`src/rtl/hazard_free_rr_arbiter_pkg.sv`:
```
// Shared types and helpers for the hazard-free round-robin arbiter.
// Contents: FSM state enum, requester-count ceiling, rr_pick (rotating
// priority search) and onehot encode.
package hazard_arb_pkg;

  localparam int unsigned ARB_N_MAX = 8;
  localparam int unsigned ARB_PTR_W = 3;

  typedef enum logic [1:0] {
    IDLE    = 2'd0,
    GRANT   = 2'd1,
    RELEASE = 2'd2
  } arb_state_e;

  typedef struct packed {
    logic                 valid;
    logic [ARB_PTR_W-1:0] idx;
  } pick_t;

  // First set bit of req searching ptr, ptr+1, ... wrapping at n.
  function automatic pick_t rr_pick(input logic [ARB_N_MAX-1:0] req,
                                    input logic [ARB_PTR_W-1:0] ptr,
                                    input int unsigned          n);
    pick_t       r;
    int unsigned j;
    r = '0;
    for (int unsigned i = 0; i < ARB_N_MAX; i++) begin
      if (i < n) begin
        j = 32'(ptr) + i;
        if (j >= n) j = j - n;
        if (!r.valid && req[ARB_PTR_W'(j)]) begin
          r.valid = 1'b1;
          r.idx   = ARB_PTR_W'(j);
        end
      end
    end
    return r;
  endfunction

  function automatic logic [ARB_N_MAX-1:0] onehot(input logic [ARB_PTR_W-1:0] idx);
    logic [ARB_N_MAX-1:0] v;
    v      = '0;
    v[idx] = 1'b1;
    return v;
  endfunction

endpackage

```
`src/rtl/hazard_free_rr_arbiter_if.sv`:
```
// Requester/arbiter bundle.
// master: requester side (drives req); slave: arbiter side (drives gnt,
// gnt_id, busy, preempt).
interface hazard_free_rr_arbiter_if #(
  parameter int unsigned N   = 4,
  parameter int unsigned IDW = 2
);
  logic [N-1:0]   req;
  logic [N-1:0]   gnt;
  logic [IDW-1:0] gnt_id;
  logic           busy;
  logic           preempt;

  modport master (output req, input gnt, gnt_id, busy, preempt);
  modport slave  (input req, output gnt, gnt_id, busy, preempt);
endinterface

```
`src/rtl/hazard_free_rr_arbiter_req_sample_reg.sv`:
```
// req_sample_reg: W-bit capture register for glitchy or loosely timed inputs.
// Ports: clk, rst (async, active-high), d (raw input), q (registered copy).
module req_sample_reg #(
  parameter int unsigned W = 4
) (
  input  logic         clk,
  input  logic         rst,
  input  logic [W-1:0] d,
  output logic [W-1:0] q
);

  always_ff @(posedge clk or posedge rst) begin
    if (rst) q <= '0;
    else     q <= d;
  end

endmodule

```
`src/rtl/hazard_free_rr_arbiter.sv`:
```
// hazard_free_rr_arbiter: round-robin arbiter whose grants come straight from
// flops, with a forced all-zero gap between owners (break-before-make).
// Ports: clk, rst (async, active-high), bus (slave modport: req in;
// gnt, gnt_id, busy, preempt out, all registered).
// Build option: ARB_TIMEOUT_EN enables hold-time preemption after HOLD_MAX
// grant cycles when another requester is waiting; otherwise preempt is 0.
module hazard_free_rr_arbiter
  import hazard_arb_pkg::*;
#(
  parameter int unsigned N        = 4,
  parameter int unsigned HOLD_MAX = 15,
  parameter int unsigned IDW      = 2
) (
  input  logic                     clk,
  input  logic                     rst,
  hazard_free_rr_arbiter_if.slave  bus
);

  // Elaboration-time parameter sanity
  if (N < 2 || N > ARB_N_MAX)          $error("N out of range");
  if (IDW != $clog2(N))                $error("IDW must be ceil(log2(N))");
  if (HOLD_MAX < 1 || HOLD_MAX > 255)  $error("HOLD_MAX out of range");

  logic [N-1:0]   req_r;
  arb_state_e     state_q, state_d;
  logic [IDW-1:0] ptr_q, ptr_d;
  logic [N-1:0]   gnt_q, gnt_d;
  logic [IDW-1:0] gnt_id_q, gnt_id_d;
  logic           busy_q, busy_d;
  logic           preempt_q, preempt_d;
  logic [IDW-1:0] ptr_after;
  pick_t          pick;

`ifdef ARB_TIMEOUT_EN
  localparam int unsigned HCW = $clog2(HOLD_MAX + 1);
  logic [HCW-1:0] hold_q, hold_d;
`endif

  // Only registered requests reach the decision logic
  req_sample_reg #(.W(N)) u_req_sample (
    .clk (clk),
    .rst (rst),
    .d   (bus.req),
    .q   (req_r)
  );

  assign pick      = rr_pick(ARB_N_MAX'(req_r), ARB_PTR_W'(ptr_q), N);
  // Pointer moves to the requester after the releasing owner, wrapping at N
  assign ptr_after = (gnt_id_q == IDW'(N - 1)) ? '0 : gnt_id_q + IDW'(1);

  // State and output registers
  always_ff @(posedge clk or posedge rst) begin
    if (rst) begin
      state_q   <= IDLE;
      ptr_q     <= '0;
      gnt_q     <= '0;
      gnt_id_q  <= '0;
      busy_q    <= 1'b0;
      preempt_q <= 1'b0;
    end else begin
      state_q   <= state_d;
      ptr_q     <= ptr_d;
      gnt_q     <= gnt_d;
      gnt_id_q  <= gnt_id_d;
      busy_q    <= busy_d;
      preempt_q <= preempt_d;
    end
  end

`ifdef ARB_TIMEOUT_EN
  always_ff @(posedge clk or posedge rst) begin
    if (rst) hold_q <= '0;
    else     hold_q <= hold_d;
  end
`endif

  // Next-state and next-output logic
  always_comb begin
    state_d   = state_q;
    ptr_d     = ptr_q;
    gnt_d     = gnt_q;
    gnt_id_d  = gnt_id_q;
    busy_d    = busy_q;
    preempt_d = 1'b0;
`ifdef ARB_TIMEOUT_EN
    hold_d    = hold_q;
`endif

    unique case (state_q)
      IDLE: begin
        gnt_d  = '0;
        busy_d = 1'b0;
        if (pick.valid) begin
          gnt_d    = N'(onehot(pick.idx));
          gnt_id_d = IDW'(pick.idx);
          busy_d   = 1'b1;
          state_d  = GRANT;
`ifdef ARB_TIMEOUT_EN
          hold_d   = HCW'(1);
`endif
        end
      end

      GRANT: begin
        if (!req_r[gnt_id_q]) begin
          gnt_d   = '0;
          busy_d  = 1'b0;
          ptr_d   = ptr_after;
          state_d = RELEASE;
`ifdef ARB_TIMEOUT_EN
        end else if (hold_q == HCW'(HOLD_MAX) && (req_r & ~gnt_q) != '0) begin
          gnt_d     = '0;
          busy_d    = 1'b0;
          preempt_d = 1'b1;
          ptr_d     = ptr_after;
          state_d   = RELEASE;
        end else begin
          if (hold_q != HCW'(HOLD_MAX)) hold_d = hold_q + HCW'(1);
`endif
        end
      end

      RELEASE: begin
        gnt_d   = '0;
        busy_d  = 1'b0;
        state_d = IDLE;
      end

      default: begin
        gnt_d   = '0;
        busy_d  = 1'b0;
        state_d = IDLE;
      end
    endcase
  end

  assign bus.gnt     = gnt_q;
  assign bus.gnt_id  = gnt_id_q;
  assign bus.busy    = busy_q;
  assign bus.preempt = preempt_q;

endmodule
```
`src/flat_wrapper.sv`:
```
// flat-port wrapper written by rule: the top's interface ports become plain ports
module hazard_free_rr_arbiter_flat import hazard_arb_pkg::*;
#(
  parameter int unsigned N        = 4,
  parameter int unsigned HOLD_MAX = 15,
  parameter int unsigned IDW      = 2
)
  (clk, rst, bus_req, bus_gnt, bus_gnt_id, bus_busy, bus_preempt);
  hazard_free_rr_arbiter_if #(.N(N), .IDW(IDW)) bus_i ();
  input  logic clk;
  input  logic rst;
  input wire logic [$bits(bus_i.req)-1:0] bus_req;
  output wire logic [$bits(bus_i.gnt)-1:0] bus_gnt;
  output wire logic [$bits(bus_i.gnt_id)-1:0] bus_gnt_id;
  output wire logic [$bits(bus_i.busy)-1:0] bus_busy;
  output wire logic [$bits(bus_i.preempt)-1:0] bus_preempt;
  assign bus_i.req = bus_req;
  assign bus_gnt = bus_i.gnt;
  assign bus_gnt_id = bus_i.gnt_id;
  assign bus_busy = bus_i.busy;
  assign bus_preempt = bus_i.preempt;
  hazard_free_rr_arbiter #(.N(N), .HOLD_MAX(HOLD_MAX), .IDW(IDW)) u_core (.clk(clk), .rst(rst), .bus(bus_i));
endmodule
```
`config.mk`:
```
export PLATFORM = sky130hd
export DESIGN_NAME = hazard_free_rr_arbiter_flat
export DESIGN_NICKNAME = d
export VERILOG_FILES = /design/src/rtl/hazard_free_rr_arbiter_pkg.sv /design/src/rtl/hazard_free_rr_arbiter_if.sv /design/src/rtl/hazard_free_rr_arbiter_req_sample_reg.sv /design/src/rtl/hazard_free_rr_arbiter.sv /design/src/flat_wrapper.sv
export SDC_FILE = /design/constraint.sdc
export NUM_CORES = 1
export LEC_CHECK = 0
export CORE_MARGIN = 8
export CORE_UTILIZATION = 53
export CTS_CLUSTER_SIZE = 25
export DETAILED_ROUTE_END_ITERATION = 8
export PLACE_DENSITY = 0.88
export RECOVER_POWER = 50
export SETUP_SLACK_MARGIN = 0.4
export SYNTH_ARGS = -nofsm -noshare
export SYNTH_HDL_FRONTEND = slang
export SYNTH_HIERARCHICAL = 1
export SYNTH_SLANG_ARGS = --single-unit
```
`constraint.sdc`:
```
create_clock -name clk -period 2.8 [get_ports clk]
set_clock_uncertainty 0.15 [all_clocks]
set_input_delay 0.7 -clock clk [delete_from_list [all_inputs] [get_ports clk]]
set_output_delay 0.7 -clock clk [all_outputs]
set_load 0.01 [all_outputs]
```
======== Yosys cells after proc, flatten, opt, wreduce, memory -nomap -nowiden ========
Cells that the tools add are included.
word-level totals
  bits in registers ....................... 15
  input bits .............................. 6
  output and inout port bits .............. 8
  word-level logic and storage cells ...... 71
cells by class
  $add $sub $neg .......................... 8
  $lt $le $gt $ge ......................... 11
  eq/ne operators ......................... 4
  muxes and demuxes ....................... 30
  bitwise operators ....................... 1
  reductions and logical operators ........ 11
operators by type and width
  kind                                                         number
  >= comparator 32 x 3 -> 1 bit (second input constant)        3
  two-way mux 4 bit                                            6
  less-than comparator 3 x 4 -> 1 bit (second input constant)  5
  binary-select mux 1 bit (select 3 bit)                       4
  two-way mux 3 bit                                            4
  subtractor 3 bit (second input constant)                     3
  two-way mux 1 bit                                            8
  one-hot mux 4 bit (2 select lines)                           1
  adder 2 x 2 -> 3 bit (second input constant)                 2
  two-way mux 2 bit                                            3
  AND reduction 2 bit                                          3
  logical AND 1 bit                                            4
  one-hot mux 2 bit (2 select lines)                           1
  adder 2 x 1 -> 3 bit (second input constant)                 1
  demux 1 bit (select 3 bit)                                   1
  >= comparator 2 x 3 -> 1 bit (second input constant)         1
  >= comparator 3 x 1 -> 1 bit (second input constant)         1
  zero test 1 bit                                              3
  less-than comparator 2 x 3 -> 1 bit (second input constant)  1
  subtractor 2 x 3 -> 3 bit (second input constant)            1
  adder 2 x 1 -> 2 bit (second input constant)                 1
  binary-select mux 1 bit (select 2 bit)                       1
  equality test 2 x 1 -> 1 bit (second input constant)         1
  equality test 2 bit (second input constant)                  1
  5 further kinds                                              5

======== Longest topological paths before layout ========
Gate-level depths: netlist of the first run.
  word-level depth ........................ 20
  mapped depth ............................ 9
  gate-level depth less buffers ........... 7

======== By module ========
The synthesis of the first run kept the hierarchy.
by module, submodules not included
  module                  instances  cells an instance  area an instance (µm²)  seq. area each (µm²)
  hazard_free_rr_arbiter  1          92                 913.4                   275.3
  req_sample_reg          1          5                  103.8                   100.1

======== Worst setup path before layout of the first run ========
Ideal clock, no wire load.
  kind .................................... reg-to-reg
  start ................................... register u_core.ptr_q[0]
  end ..................................... register u_core.gnt_q[2] (netlist: u_core/bus.gnt[2])
  data arrival time ....................... 2.117 ns
  data required time ...................... 2.515 ns
  slack ................................... 0.398 ns
  cell stages (with the launch flop) ...... 10
  buffers on the path ..................... 2
  period minus slack after synthesis ...... 2.402 ns
  path through ............................ dfrtp_1 > buf_6 > inv_2 > ha_1 > buf_6 > or3b_1 > a2111oi_0 > o311ai_1 > nand3_2 > o31ai_1
between the ends
  word-level cells in the longest chain between the ends .. 20
  elaborated cells between the ends (all ways) .. 40
  those cells by class .................... add/sub: 7; order compare: 6; mux: 20; reduce/logical: 7
ends and longest elaborated chain
  item                                                                                                              RTL line                          RTL
  from (decl)                                                                                                       hazard_free_rr_arbiter.sv:26      logic [IDW-1:0] ptr_q, ptr_d;
  from (signal assigned)                                                                                            hazard_free_rr_arbiter.sv:62      ptr_q <= ptr_d;
  parallel branches: the longest is 13 deep, another holds >= comparator 32 x 3 -> 1 bit                            -
  two-way mux 4 bit *                                                                                               hazard_free_rr_arbiter_pkg.sv:31  if (!r.valid && req[ARB_PTR_W'(j)]) begin
  less-than comparator 3 x 4 -> 1 bit (implied by the code) / >= comparator 3 x 1 -> 1 bit (equally long branches)  hazard_free_rr_arbiter_pkg.sv:43  v[idx] = 1'b1;
  logical AND 1 bit (implied by the code)                                                                           hazard_free_rr_arbiter_pkg.sv:43
  two-way mux 1 bit (implied by the code)                                                                           hazard_free_rr_arbiter_pkg.sv:43
  demux 1 bit (select 3 bit)                                                                                        -
  two-way mux 4 bit *                                                                                               hazard_free_rr_arbiter.sv:93      if (pick.valid) begin
  one-hot mux 4 bit (2 select lines) *                                                                              hazard_free_rr_arbiter.sv:89      unique case (state_q)
  to (signal assigned)                                                                                              hazard_free_rr_arbiter.sv:63      gnt_q <= gnt_d;
  to (decl)                                                                                                         hazard_free_rr_arbiter.sv:27      logic [N-1:0] gnt_q, gnt_d;
Mark *: on every way between the ends. The select of a mux whose other input is x is not followed.
A chain may end at the register's enable or synchronous reset.

======== Worst setup path in the final report of the first run ========
  start ................................... register u_core.ptr_q[1]
  end ..................................... register u_core.gnt_q[2] (netlist: u_core/bus.gnt[2])
Same word-level chain as after synthesis.

==> qor.yml, run 1 <==
worst_setup_path:
  r2r_cells: 7
  crit_start: "u_core/ptr_q[1]"
  worst-path-buf-inv: 1
  cpPeakStageDelay_ns: 0.44
  cpMaxStageDelayCell: "dfrtp_2"
  crit_fanout: 10
  r2r-start: "u_core/ptr_q[1]"
  regToRegSetupSlack_ns: 0.48
  critical_path_class: "flip-flop to flip-flop"
  crit_chain: "inv_1, ha_4, or3b_1, a2111oi_2, o311ai_1, nand3_2, o31ai_1"
  cp_data_arrival_time_ns: 2.32
  crit_cells: 7
  cp_data_required_time_ns: 2.81
  cp-start-kind: "flip-flop"
  cp_top_family: "compound AO/OA/AOI/OAI gates"
  cp-end-kind: "flip-flop"
clock_network:
  cts_made_buffers: 3
  cts.clk_slew.worst_paths_ns: 0.09
  htree_levels: 1
  clock-sinks: 15
  cts_tree: "done"
  clk_latency_ns: 0.29
  root_buffer: "clkbuf_4"
  clockBufferDepth: 2
sta:
  whs_ns: 0.3350
  finalHoldViolCount: 0
  setup_viol: 0
  fmaxAchievable_mhz: 431.8
  drv_slew: 0
  fin_tns_setup_ns: 0
  rsz0062_at_grt: "no"
  finalCriticalPeriod_ns: 2.316
  period_share_pct: 82.71
cells_and_area:
  seqCellArea_um2: 376.6
  diodes: 0
  n_fill_cell: 166
  drive_gt1_share_pct: 15.89
  syn_to_final_growth_pct: 14.76
  multi_input_area_um2: 575.6
  final_nets: 120
route:
  ant_nets: 0
  first_iter_violations: 33
  drt-total-wl_mm: 2.165
  firstDrtPassIters: 4
  drc: 0
  vias: 785
  routedWlPerCell_um: 16.16
  avgViaCountPerCell: 5.858
place:
  routabilityCongestion: 0.9504
  numPortBuffers: 12
  dp_hpwl_mm: 1.577
global_routing:
  grt_max_degree: 15
  grt_pass1_wl_mm: 3.532
  track_usage_pct: 13.38
  grt_overflow: 0
  antenna_found_initial: 0
  grt_pass1_vias: 747
synthesis:
  synth_area_leader_cell: "dfrtp_1"
  yosysWarnings: 6
  syn-cell-area_um2: 1017
  synth_nets: 109
  ys_types: 38
  synthTopCellsByCount: "dfrtp_1, nand2_1, nor2_1"
  synth_area_leaders: "dfrtp_1, ha_1, buf_6"
  synthFlopType: "dfrtp_1"
  synth_area_per_cell_um2: 10.49
  ys_seq_area_share_pct: 36.90
  synth_edf_count: 0
  synth_top_area_share_pct: 36.90
  async_reset_ff_share_pct: 100.0
  ys_ff_latch: 15
  yosysMostFrequentCell: "dfrtp_1"
  synthCells: 97
min_path:
  hold_depth: 2
  min_path_type: "flip-flop to flip-flop"
  min-delay-start: "u_core/bus.gnt[0]"
floorplan:
  fp.dieH_um: 59.81
  core-area_um2: 1882
  dieArea_um2: 3577
  die_w_um: 59.81
  io_pins: 14
  rows: 16
  start_util_pct: 54.06
power_and_ir_drop:
  ir_worst_vdd_mv: 0.5992
  power_density_nw_per_um2: 1066
  total_power_mw: 1.244
  leakagePower_nw: 0.5053
status:
  status: "finished, final reports clean"
job:
  drv_cap: 0
worst min-delay path, stage by stage, from the launching register on:
cell	delay (ns)
dfrtp_1	0.35
nand2_1	0.05
o31ai_1	0.05
where the power goes:
part | leakage, nW | switching [mW] | internal (mW)
clock network | 0.0177 | 0.0722 | 0.0531
logic | 0.301 | 0.392 | 0.370
registers | 0.186 | 0.0640 | 0.293
metrics by stage:
stage	util, %	std cells	worst slack (ns)	instance area [um2]
floorplan	-	97	0.4003	1018
global route	62.03	134	0.4104	1167
global placement	58.91	129	0.3328	1109
CTS	61.37	133	0.4471	1155
finish	62.03	134	0.4842	1167
detailed placement	58.91	129	0.2239	1109
state kept, by name, summed over array words and instances (netlist names):
register / flops
u_core/bus.gnt: 4
u_core/u_req_sample/q: 4
u_core/bus.gnt_id: 2
u_core/ptr_q: 2
u_core/state_q: 2
u_core/bus.busy: 1
cells in the final DEF (no fill, tap or decap), types with 2 or more instances in the layout:
master           instances
a211o_1                  2
buf_4                    2
clkbuf_4                 3
clkdlybuf4s50_1          7
dfrtp_1                 14
dlygate4sd3_1            5
ha_1                     5
inv_1                    4
mux2i_1                  4
mux4_2                   2
nand2_1                 10
nand2b_1                 2
nand3b_1                 2
nor2_1                   7
nor3_1                   3
o21ai_0                  3
o31a_1                   3
o31ai_1                  4
cells by family (layout without fill, tap and decap cells):
| group | count (synthesis) | count (layout) | synth area share (%) |
|---|---|---|---|
| DFF | 15 | 15 | 36.90 |
| muxes | 7 | 7 | 10.95 |
| and+or+nand+nor | 33 | 33 | 19.19 |
| buffers and inverters | 13 | 23 | 8.854 |
| adders and majority gates | 6 | 6 | 7.380 |
| other | 1 | 1 | 0.3686 |
| AOI/OAI and AO/OA | 22 | 22 | 16.36 |
area by class of cell:
| type | count | share of cell area (%) |
|---|---|---|
| repair buffers | 14 | 11.58 |
| clock buffers | 3 | 1.929 |
| clock inverters | 1 | 0.4287 |
| flip-flops and latches | 15 | 32.26 |
| inverters | 5 | 1.608 |
| well taps | 27 | 2.894 |
| multi-input cells | 69 | 49.30 |
layer usage:
layer / wire length (um) / vias to the layer above / GRT usage [%]
met5: 0 / - / 0
met1: 874 / 384 / 15.93
li1: - / 374 / -
met4: 34 / 0 / 7.483
met2: 1144 / 23 / 21.08
met3: 111 / 4 / 3.656
path summary, 6_finish.rpt:
check | to
setup reg to reg | u_core/bus.gnt[2]
setup / recovery | u_core/bus.gnt[2]
hold reg to reg | u_core/bus.gnt[0]
max in group asynchronous | u_core/ptr_q[1]
hold / removal | u_core/bus.gnt[0]
min in group asynchronous | u_core/u_req_sample/q[0]
repair_timing:
action                                  in CTS  in global routing
hold buffers                                 0                  0
gates cloned                                 0                  0
setup buffers                                0                  1
resized for setup                            4                  1
endpoints found under the setup margin       5                  4
hold endpoints to repair                     0                  0
Power figures use the tool's default switching activity.
==> inputs of run 2 (changes only) <==
clock period = 2.2 ns   (was 2.8 ns; I/O delays follow)
==> run 2 against run 1 <==
  * Sequential cell count unchanged
  * Via count rose by 8.3%
  * Die area did not move
  * Fmax grew 8.2%
  * Sequential share of layout area down 3.3 points
  * Sequential power increased by 27%
  * Clock-buffer cell count increased by 1
  * Non-clock buffer count grew 11
  * Core utilization up 7.8 points
  * Wire length grew 9.5%
  * Register-to-register slack lost 0.42 ns
  * Highest routed layer unchanged
==> qor.yml, run 2 (synthesis results as in run 1) <==
clock_network:
  cts_made_buffers: 3  # unchanged
  cts.clk_slew.worst_paths_ns: 0.08  # about the same
  root_buffer: "clkbuf_4"
  cts_tree: "done"
  clock-sinks: 15  # unchanged
  htree_levels: 1  # unchanged
  clk_latency_ns: 0.29  # about the same
  clockBufferDepth: 2  # unchanged
floorplan:
  fp.dieH_um: 59.81  # unchanged
  dieArea_um2: 3577  # unchanged
  die_w_um: 59.81  # unchanged
  start_util_pct: 54.06  # unchanged
  io_pins: 14  # unchanged
  rows: 16  # unchanged
  core-area_um2: 1882  # unchanged
worst_setup_path:
  cp_data_arrival_time_ns: 2.19  # -0.13 ns
  crit_chain: "buf_4, mux4_2, nor2b_4, o21ai_4, o31a_1, o31ai_1"
  cpMaxStageDelayCell: "mux4_2"
  cp-start-kind: "flip-flop"
  cp_data_required_time_ns: 2.25  # -0.56 ns
  r2r_cells: 6  # -1
  r2r-start: "u_core/ptr_q[0]"
  cp-end-kind: "flip-flop"
  worst-path-buf-inv: 1  # unchanged
  cp_top_family: "multiplexers"
  critical_path_class: "flip-flop to flip-flop"
  regToRegSetupSlack_ns: 0.06  # -0.42 ns
  cpPeakStageDelay_ns: 0.57  # +0.13 ns
  crit_fanout: 14  # +4
  rr_endpoint: "u_core/bus.gnt[2]"
sta:
  period_share_pct: 97.29  # +15 points
  fin_tns_setup_ns: 0  # unchanged
  postLayoutSetupSlackWorst_ns: 0.05968  # -0.4245 ns
  drv_slew: 0  # unchanged
  finalHoldViolCount: 0  # unchanged
  whs_ns: 0.3241  # -0.01092 ns
  fmaxAchievable_mhz: 467.2  # +8.2%
  finalCriticalPeriod_ns: 2.140  # -0.1755 ns
  setup_viol: 0  # unchanged
  rsz0062_at_grt: "yes"
route:
  avgViaCountPerCell: 5.862  # about the same
  firstDrtPassIters: 4  # unchanged
  ant_nets: 0  # unchanged
  vias: 850  # +8.3%
  routedWlPerCell_um: 16.34  # +1.2%
  first_iter_violations: 34  # +3.0%
  drt-total-wl_mm: 2.370  # +9.5%
  drc: 0  # unchanged
global_routing:
  antenna_found_initial: 0  # unchanged
  grt_overflow: 0  # unchanged
  track_usage_pct: 13.81  # +0.43 points
  grt_max_degree: 15  # unchanged
  grt_pass1_vias: 790  # +5.8%
  grt_pass1_wl_mm: 3.691  # +4.5%
cells_and_area:
  final_cell_mix: "dfrtp_1, nand2_1, buf_4"
  final_area_um2: 1314  # +13%
  layout_commonest_cell: "dfrtp_1"
  drive_gt1_share_pct: 29.66  # +14 points
  n_fill_cell: 146  # -12%
  final_nets: 131  # +9.2%
  syn_to_final_growth_pct: 29.15
  diodes: 0  # unchanged
status:
  status: "finished, final reports clean"
min_path:
  whs_endpoint: "u_core/bus.gnt[0]"
  min-delay-start: "u_core/bus.gnt[0]"
  hold_depth: 2  # unchanged
  min_path_type: "flip-flop to flip-flop"
place:
  dp_hpwl_mm: 1.557  # -1.3%
  postPlaceCellArea_um2: 1159  # +4.5%
  routabilityCongestion: 0.9410  # -0.99%
  place_ws_ns: 0.005474  # -0.2184 ns
  numPortBuffers: 12  # unchanged
power_and_ir_drop:
  ir_worst_vdd_mv: 0.9061  # +51%
  leakagePower_nw: 0.5798  # +15%
  power_density_nw_per_um2: 1380  # +30%
job:
  drv_cap: 0  # unchanged
[run 2: cell type report]
cell class	count	area, um2	share of cell area [%]
multi-input cells	69	635.6	48.38
inverters	5	23.77	1.810
well taps	27	33.78	2.571
repair buffers	25	214.0	16.29
flip-flops and latches	15	380.4	28.95
clock buffers	4	26.28	2.000
[run 2: repair_timing]
action,4_1_cts,5_1_grt
endpoints found under the hold margin,0,0
hold buffers,0,0
setup endpoints to repair,15,10
pin swaps,6,3
resized for setup,17,7
buffers inserted,5,5
[run 2: through the flow]
step	utilization [%]	power, mW	cells
global placement	61.57	1.415	131
global route	69.81	1.934	145
CTS	66.95	1.747	140
detailed placement	61.57	1.450	131
floorplan	-	1.194	97
finish	69.81	1.813	145
[run 2: worst max path at each step]
stage,startpoint,end,cells after the start
finish,u_core/ptr_q[0],u_core/bus.gnt[2],6
global route,u_core/ptr_q[0],u_core/bus.gnt[2],6
CTS,u_core/ptr_q[0],u_core/bus.gnt[2],7
detailed placement,u_core/ptr_q[0],u_core/bus.gnt[2],6
global placement,u_core/ptr_q[0],u_core/bus.gnt[2],6
floorplan,u_core/ptr_q[0],u_core/bus.gnt[2],8
[run 2: per-layer routing]
layer	vias to the layer above	GRT usage, %	share of wire [%]
met4	0	7.143	3.4
li1	393	-	-
met3	10	4.731	6.6
met1	415	15.13	39
met2	32	22.92	51
met5	-	0	0
[run 2: worst min-delay path: stages (launching register included)]
cell and delay, ns:
dfrtp_1 0.34, nand2_1 0.05, o31ai_1 0.05
[run 2: power breakdown]
| part | switching (mW) | leakage (nW) | internal, mW |
|---|---|---|---|
| registers | 0.0802 | 0.183 | 0.372 |
| logic | 0.604 | 0.381 | 0.602 |
| clock network | 0.0842 | 0.0150 | 0.0707 |
| total | 0.768 | 0.580 | 1.04 |
